### config.mk
export PLATFORM = sky130hd
export DESIGN_NAME = hazard_stall_ctrl
export DESIGN_NICKNAME = d
export VERILOG_FILES = /design/src/rtl/hazard_stall_ctrl.sv
export SDC_FILE = /design/constraint.sdc
export NUM_CORES = 1
export LEC_CHECK = 0
export ABC_AREA = 0
export CAP_MARGIN = 20
export CORE_ASPECT_RATIO = 0.7
export CORE_MARGIN = 5
export CORE_UTILIZATION = 30
export CTS_CLUSTER_SIZE = 12
export DETAILED_ROUTE_END_ITERATION = 6
export GPL_ROUTABILITY_DRIVEN = 0
export GPL_TIMING_DRIVEN = 0
export PLACE_DENSITY = 0.79
export SETUP_SLACK_MARGIN = 0.15
export SKIP_CTS_REPAIR_TIMING = 1
export SYNTH_ARGS = -nofsm -noshare
export SYNTH_HDL_FRONTEND = slang
export SYNTH_SLANG_ARGS = --single-unit
### constraint.sdc
create_clock -name clk -period 2.45 [get_ports clk]
set_input_delay 0.6125 -clock clk [delete_from_list [all_inputs] [get_ports clk]]
set_output_delay 0.6125 -clock clk [all_outputs]
set_load 0.005 [all_outputs]
### src/rtl/hazard_stall_ctrl.sv
// Hazard/stall controller for the 5-stage pipeline: load-use bubble, ID branch flush, mult/div occupancy stall.
// Optional stall-cycle performance counter enabled by defining HAZARD_STALL_CNT_EN.
module hazard_stall_ctrl #(
    parameter int unsigned MD_LATENCY = 4,
    parameter int unsigned REG_AW     = 5
) (
    input  logic              clk,
    input  logic              rst,
    input  logic [REG_AW-1:0] id_rs,
    input  logic [REG_AW-1:0] id_rt,
    input  logic              id_uses_rt,
    input  logic              ex_memread,
    input  logic [REG_AW-1:0] ex_rt,
    input  logic              id_branch_taken,
    input  logic              id_md_start,
    output logic              pc_stall,
    output logic              ifid_stall,
    output logic              ifid_flush,
    output logic              idex_flush,
    output logic              md_busy,
    output logic [31:0]       stall_cycles
);

    localparam int unsigned CNT_W = $clog2(MD_LATENCY) + 1;

    localparam logic [0:0] RUN     = 1'b0;
    localparam logic [0:0] MD_BUSY = 1'b1;

    logic [0:0]       state, state_nxt;
    logic [CNT_W-1:0] md_cnt, md_cnt_nxt;
    logic             lu;

    // Load in EX feeding a source of the instruction in ID; r0 never creates a hazard.
    assign lu = ex_memread && (ex_rt != '0) &&
                ((ex_rt == id_rs) || (id_uses_rt && (ex_rt == id_rt)));

    always_ff @(posedge clk) begin
        if (!rst) begin
            state  <= RUN;
            md_cnt <= '0;
        end else begin
            state  <= state_nxt;
            md_cnt <= md_cnt_nxt;
        end
    end

    always_comb begin
        state_nxt  = state;
        md_cnt_nxt = md_cnt;
        pc_stall   = 1'b0;
        ifid_stall = 1'b0;
        ifid_flush = 1'b0;
        idex_flush = 1'b0;
        md_busy    = 1'b0;
        if (rst) begin
            case (state)
                RUN: begin
                    if (lu) begin
                        pc_stall   = 1'b1;
                        ifid_stall = 1'b1;
                        idex_flush = 1'b1;
                    end else begin
                        ifid_flush = id_branch_taken;
                        if (id_md_start) begin
                            state_nxt  = MD_BUSY;
                            md_cnt_nxt = CNT_W'(MD_LATENCY - 1);
                        end
                    end
                end
                MD_BUSY: begin
                    md_busy    = 1'b1;
                    pc_stall   = 1'b1;
                    ifid_stall = 1'b1;
                    idex_flush = 1'b1;
                    if (md_cnt == '0) begin
                        state_nxt = RUN;
                    end else begin
                        md_cnt_nxt = md_cnt - CNT_W'(1);
                    end
                end
                default: state_nxt = RUN;
            endcase
        end
    end

`ifdef HAZARD_STALL_CNT_EN
    logic [31:0] stall_cnt;

    // Saturating count of cycles in which the PC was held.
    always_ff @(posedge clk) begin
        if (!rst) begin
            stall_cnt <= '0;
        end else if (pc_stall && (stall_cnt != 32'hFFFF_FFFF)) begin
            stall_cnt <= stall_cnt + 32'd1;
        end
    end

    assign stall_cycles = stall_cnt;
`else
    assign stall_cycles = 32'd0;
`endif

endmodule

# == Word level (Yosys, flattened, before mapping) ==
# Cells that the tools add are included.
# classes
addsub,1
multipliers,0
div_mod_pow,0
order_cmp,0
eq_ne,5
shifts,0
n_mux,16
n_bitwise,1
reduce_logical,7
# op_table
op,count
== test 5 bit,2
two-way mux 1 bit,10
two-way mux 3 bit,3
"!= test 2 bit, second input constant",3
case mux 3 bit (2 select lines),1
nonzero test 5 bit,1
case mux 1 bit (2 select lines),2
logical AND 1 bit,3
zero test 3 bit,1
AND reduction 3 bit,1
"subtractor 3 x 1 -> 3 bit, second input constant",1
logical OR 1 bit,1
NOT 1 bit,1
# totals
ff_bits,4
latch_bits,0
ramBits,0
rom_bits,0
in_bits,21
elab_cells,32
memories,0

# == Depth between registers and ports, before layout ==
# depth
word_depth,7
depth_mapped,7
mapped_depth_nobuf,7

# == Worst setup path before layout ==
# OpenSTA, ideal clock, no wires.
# synth_path
kind,input -> output
from,in ex_rt[3]
to,out ifid_stall
arrival_ns,1.685
slack_ns,0.153
stages,5
path_buffers,1
cell_sequence,or4_1 > o21ai_2 > nor2b_1 > o21a_1 > buf_4
# synth_via
elab_chain_cells,7
word_cells_on_any_way,10
classes_between,eq/ne (2); mux (3); reduce/logical (5)
# synth_rtl
item,line,source
start: declaration,13,"input logic [REG_AW-1:0] ex_rt,"
== test 5 bit,35,((ex_rt == id_rs) || (id_uses_rt && (ex_rt == id_rt)));
logical AND 1 bit,35,
logical OR 1 bit,35,
logical AND 1 bit (*),34,assign lu = ex_memread && (ex_rt != '0) &&
two-way mux 1 bit (*),-,
case mux 1 bit (2 select lines) (*),-,
two-way mux 1 bit (*),-,
end: declaration,17,"output logic ifid_stall,"
# Every way passes the cells marked *; elsewhere a longest branch is shown, timed or not.

# == Worst setup path after layout ==
# layout_path
from,in ex_rt[1]
to,out pc_stall
# layout_via
elab_chain_cells,7
word_cells_on_any_way,10
classes_between,eq/ne (2); mux (3); reduce/logical (5)
# layout_rtl
item,line,source
== test 5 bit,35,
logical AND 1 bit,35,
logical OR 1 bit,35,
logical AND 1 bit (*),34,
two-way mux 1 bit (*),58,if (lu) begin
case mux 1 bit (2 select lines) (*),56,case (state)
two-way mux 1 bit (*),55,if (rst) begin
end: declaration,16,"output logic pc_stall,"
# Marked as above.

==> results.py <==
metrics = {
    "run_status": {
        "status": "finished, violations left",
        "violations": "setup timing",
    },
    "setup_path": {
        "crit_path_max_fanout": 3,
        "crit_chain": "buf_8 -> or4_4 -> o21ai_4 -> nor2b_4 -> o21a_1 -> buf_6 -> buf_6 -> buf_6",
        "worstPathRequired_ps": 1840,
        "critPathArrivalTime_ps": 2060,
        "crit_type": "primary input to primary output",
        "path_delay_family": "simple AND/OR/NAND/NOR gates",
        "rrSetupSlack_ps": 1030,
        "start_kind": "primary input",
        "critPathMaxStageDelay_ps": 540,
        "cp-end-kind": "primary output",
        "cp_num_buf_inv": 4,
        "critPathMostFrequentCell": "buf_6",
        "critPathSlowestCell": "or4_4",
    },
    "place": {
        "dp_cells": 158,
        "dpl-instance-area_sq_um": 1020,
        "dp_hpwl_mm": 1.34,
        "place_ws_ps": -834,
        "port-buffer-count": 25,
    },
    "yosys": {
        "synth_xor_area_share_pct": 14.0,
        "synthCells": 80,
        "syn-cell-area_sq_um": 626,
        "ys_seq_elements": 4,
        "synth_fa_ha_area_share_pct": 4.00,
        "synth_compound_area_share_pct": 12.0,
        "synthTopCellsByArea": "buf_4 (41%), xnor2_1 (14%), dfxtp_1 (13%)",
        "synth.yosys.seq_area_share_pct": 12.8,
        "synth.area.mux_share_pct": 0,
        "synth-simple-area-share_pct": 13.4,
        "synth_top_family_by_area": "buffers and inverters",
        "synth_top_cell_by_area": "buf_4",
        "synth_cell_type_count": 22,
        "synth_warnings": 0,
        "synth_top_area_share_pct": 40.8,
        "avgSynthCellArea_sq_um": 7.82,
    },
    "cells_and_area": {
        "insertedDiodeCount": 0,
        "final_area_sq_um": 1130,
        "nets": 168,
        "syn_to_final_growth_pct": 80.4,
        "fillCellCount": 177,
        "instances_no_fill": 165,
        "drive_above_1_share_pct": 37.1,
    },
    "route": {
        "wl_per_cell_um": 10.1,
        "antenna_left": 0,
        "vias_per_cell": 3.58,
        "route.detailed.drc": 0,
        "wl_mm": 1.67,
        "drt_iter0_markers": 20,
        "drt_pass1_iterations": 3,
        "num_vias": 590,
    },
    "clock_tree": {
        "clockRootBuffer": "clkbuf_4",
        "clk_pin_slew_ps": 30,
        "cts_num_sinks": 4,
        "clock_latency_ps": 230,
        "cts_buffers": 3,
        "cts_tree": "yes",
        "cts_buffer_depth": 2,
        "htreeDepth": 1,
    },
    "power": {
        "p_per_area_nw_per_um2": 286,
        "seqPwrFrac_pct": 24.3,
        "power_switching_mw": 0.0925,
        "clkPwrFrac_pct": 24.1,
        "irDropWorstVdd_mv": 0.0918,
        "report.power.total_mw": 0.323,
        "p_leak_nw": 0.694,
        "pwr-share-comb_pct": 51.7,
        "internal_power_mw": 0.230,
        "swShare_pct": 28.7,
    },
    "global_routing": {
        "grt_antenna_before_repair": 0,
        "grt_pass1_vias": 502,
        "grt_pass1_wl_mm": 2.26,
        "track_usage_pct": 9.25,
        "grt-ovfl-total": 0,
        "grt_start_max_net_pins": 8,
    },
    "floorplanning": {
        "initial_core_util_pct": 32.6,
        "core_sq_um": 1920,
        "die-area_sq_um": 3110,
        "pin_count": 58,
        "die_w_um": 64.6,
        "num_rows": 13,
        "fp.dieH_um": 48.2,
    },
    "sta": {
        "finalSetupViolCount": 4,
        "slew_violations": 0,
        "fin_skew_ps": 6.64,
        "finalHoldViolCount": 0,
        "fmax_ghz": 0.375,
        "period_needed_ps": 2670,
        "fin_ws_ps": -219,
        "rsz0062_at_grt": "true",
        "fin_crit_sh_pct": 109,
    },
    "run": {
        "max_cap_viol_count": 0,
    },
    "min_path": {
        "hp-class": "flip-flop to flip-flop",
    },
}
routing by layer:
metal | share of wire, % | global-route usage (%) | wire [um] | vias to the layer above
met3 | 6.2 | 3.00 | 103 | 0
met5 | 0 | 0 | 0 | -
li1 | - | - | - | 320
met2 | 60 | 20.1 | 1000 | 23
met4 | 0 | 1.26 | 0 | 0
met1 | 34 | 9.15 | 566 | 247
state kept, by name (all words and copies together) (netlist names):
signal and flops:
state 1, md_cnt 3
metrics by stage:
step	TNS, ps	util (%)	hold WS (ps)
2_1_floorplan	0	-	472
3_5_place_dp	-3180	53.1	496
4_1_cts	-3200	54.3	503
6_report	-624	58.8	507
3_3_place_gp	-3150	53.1	483
5_1_grt	-786	58.8	533
cell usage after synthesis:
| library cell | n |
|---|---|
| a21oi_2 | 1 |
| or4_1 | 1 |
| a21oi_1 | 2 |
| inv_1 | 4 |
| xnor2_1 | 10 |
| nand3_1 | 1 |
| o21a_1 | 1 |
| nor2b_1 | 1 |
| and2_1 | 2 |
| conb_1 | 1 |
| buf_4 | 34 |
| nand4_1 | 1 |
| or4b_1 | 1 |
| ha_1 | 2 |
| o21ai_2 | 1 |
| dfxtp_1 | 4 |
| nor3_1 | 2 |
| o22ai_2 | 1 |
| nor2_1 | 2 |
| a21boi_1 | 1 |
| o211a_1 | 2 |
| nand2_1 | 5 |
power groups by stage:
stage,logic [mW],registers (mW),clock network [mW]
finish,0.167,0.0782,0.0777
global route,0.185,0.0792,0.0857
CTS,0.156,0.0779,0.0806
detailed placement,0.155,0.0788,0
global placement,0.153,0.0784,0
floorplan,0.0998,0.0776,0
cells in the final DEF, fill, tap and decap left out, types with 3 or more instances in the layout:
cell type         n
buf_6             6
dlymetal6s2s_1   13
conb_1           32
nand2_1           5
inv_1             4
clkbuf_4          3
buf_4            35
clkdlybuf4s50_1   5
dfxtp_1           4
clkbuf_2          3
xnor2_1          10
area by class of cell:
class                      instances  area, sq um  area share (%)
timing repair buffer              29          310            27.5
multi-input combinational         69          410            36.4
clock buffer                       3         22.5            2.00
sequential                         4         80.1            7.10
inverter                           4         15.0            1.33
tap                               22         27.5            2.44
buffer                            34          263            23.3
path summary, 6_finish.rpt:
path	startpoint	end	cells past startpoint
max	ex_rt[1]	pc_stall	8
min	md_cnt[1]$_SDFFE_PN0P_	md_cnt[1]$_SDFFE_PN0P_	1
max reg2reg	md_cnt[0]$_SDFFE_PN0P_	md_cnt[1]$_SDFFE_PN0P_	7
min reg2reg	md_cnt[1]$_SDFFE_PN0P_	md_cnt[1]$_SDFFE_PN0P_	1
logic make-up (layout without fill, tap and decap cells):
family | Yosys count | in the layout
AOI/OAI and AO/OA | 9 | 9
xor gates and xnor gates | 10 | 10
adders and majority gates | 2 | 2
buffers and inverters | 38 | 70
DFF | 4 | 4
other | 1 | 32
and+or+nand+nor | 16 | 16
Note: power is estimated with default switching activity, not from simulation.
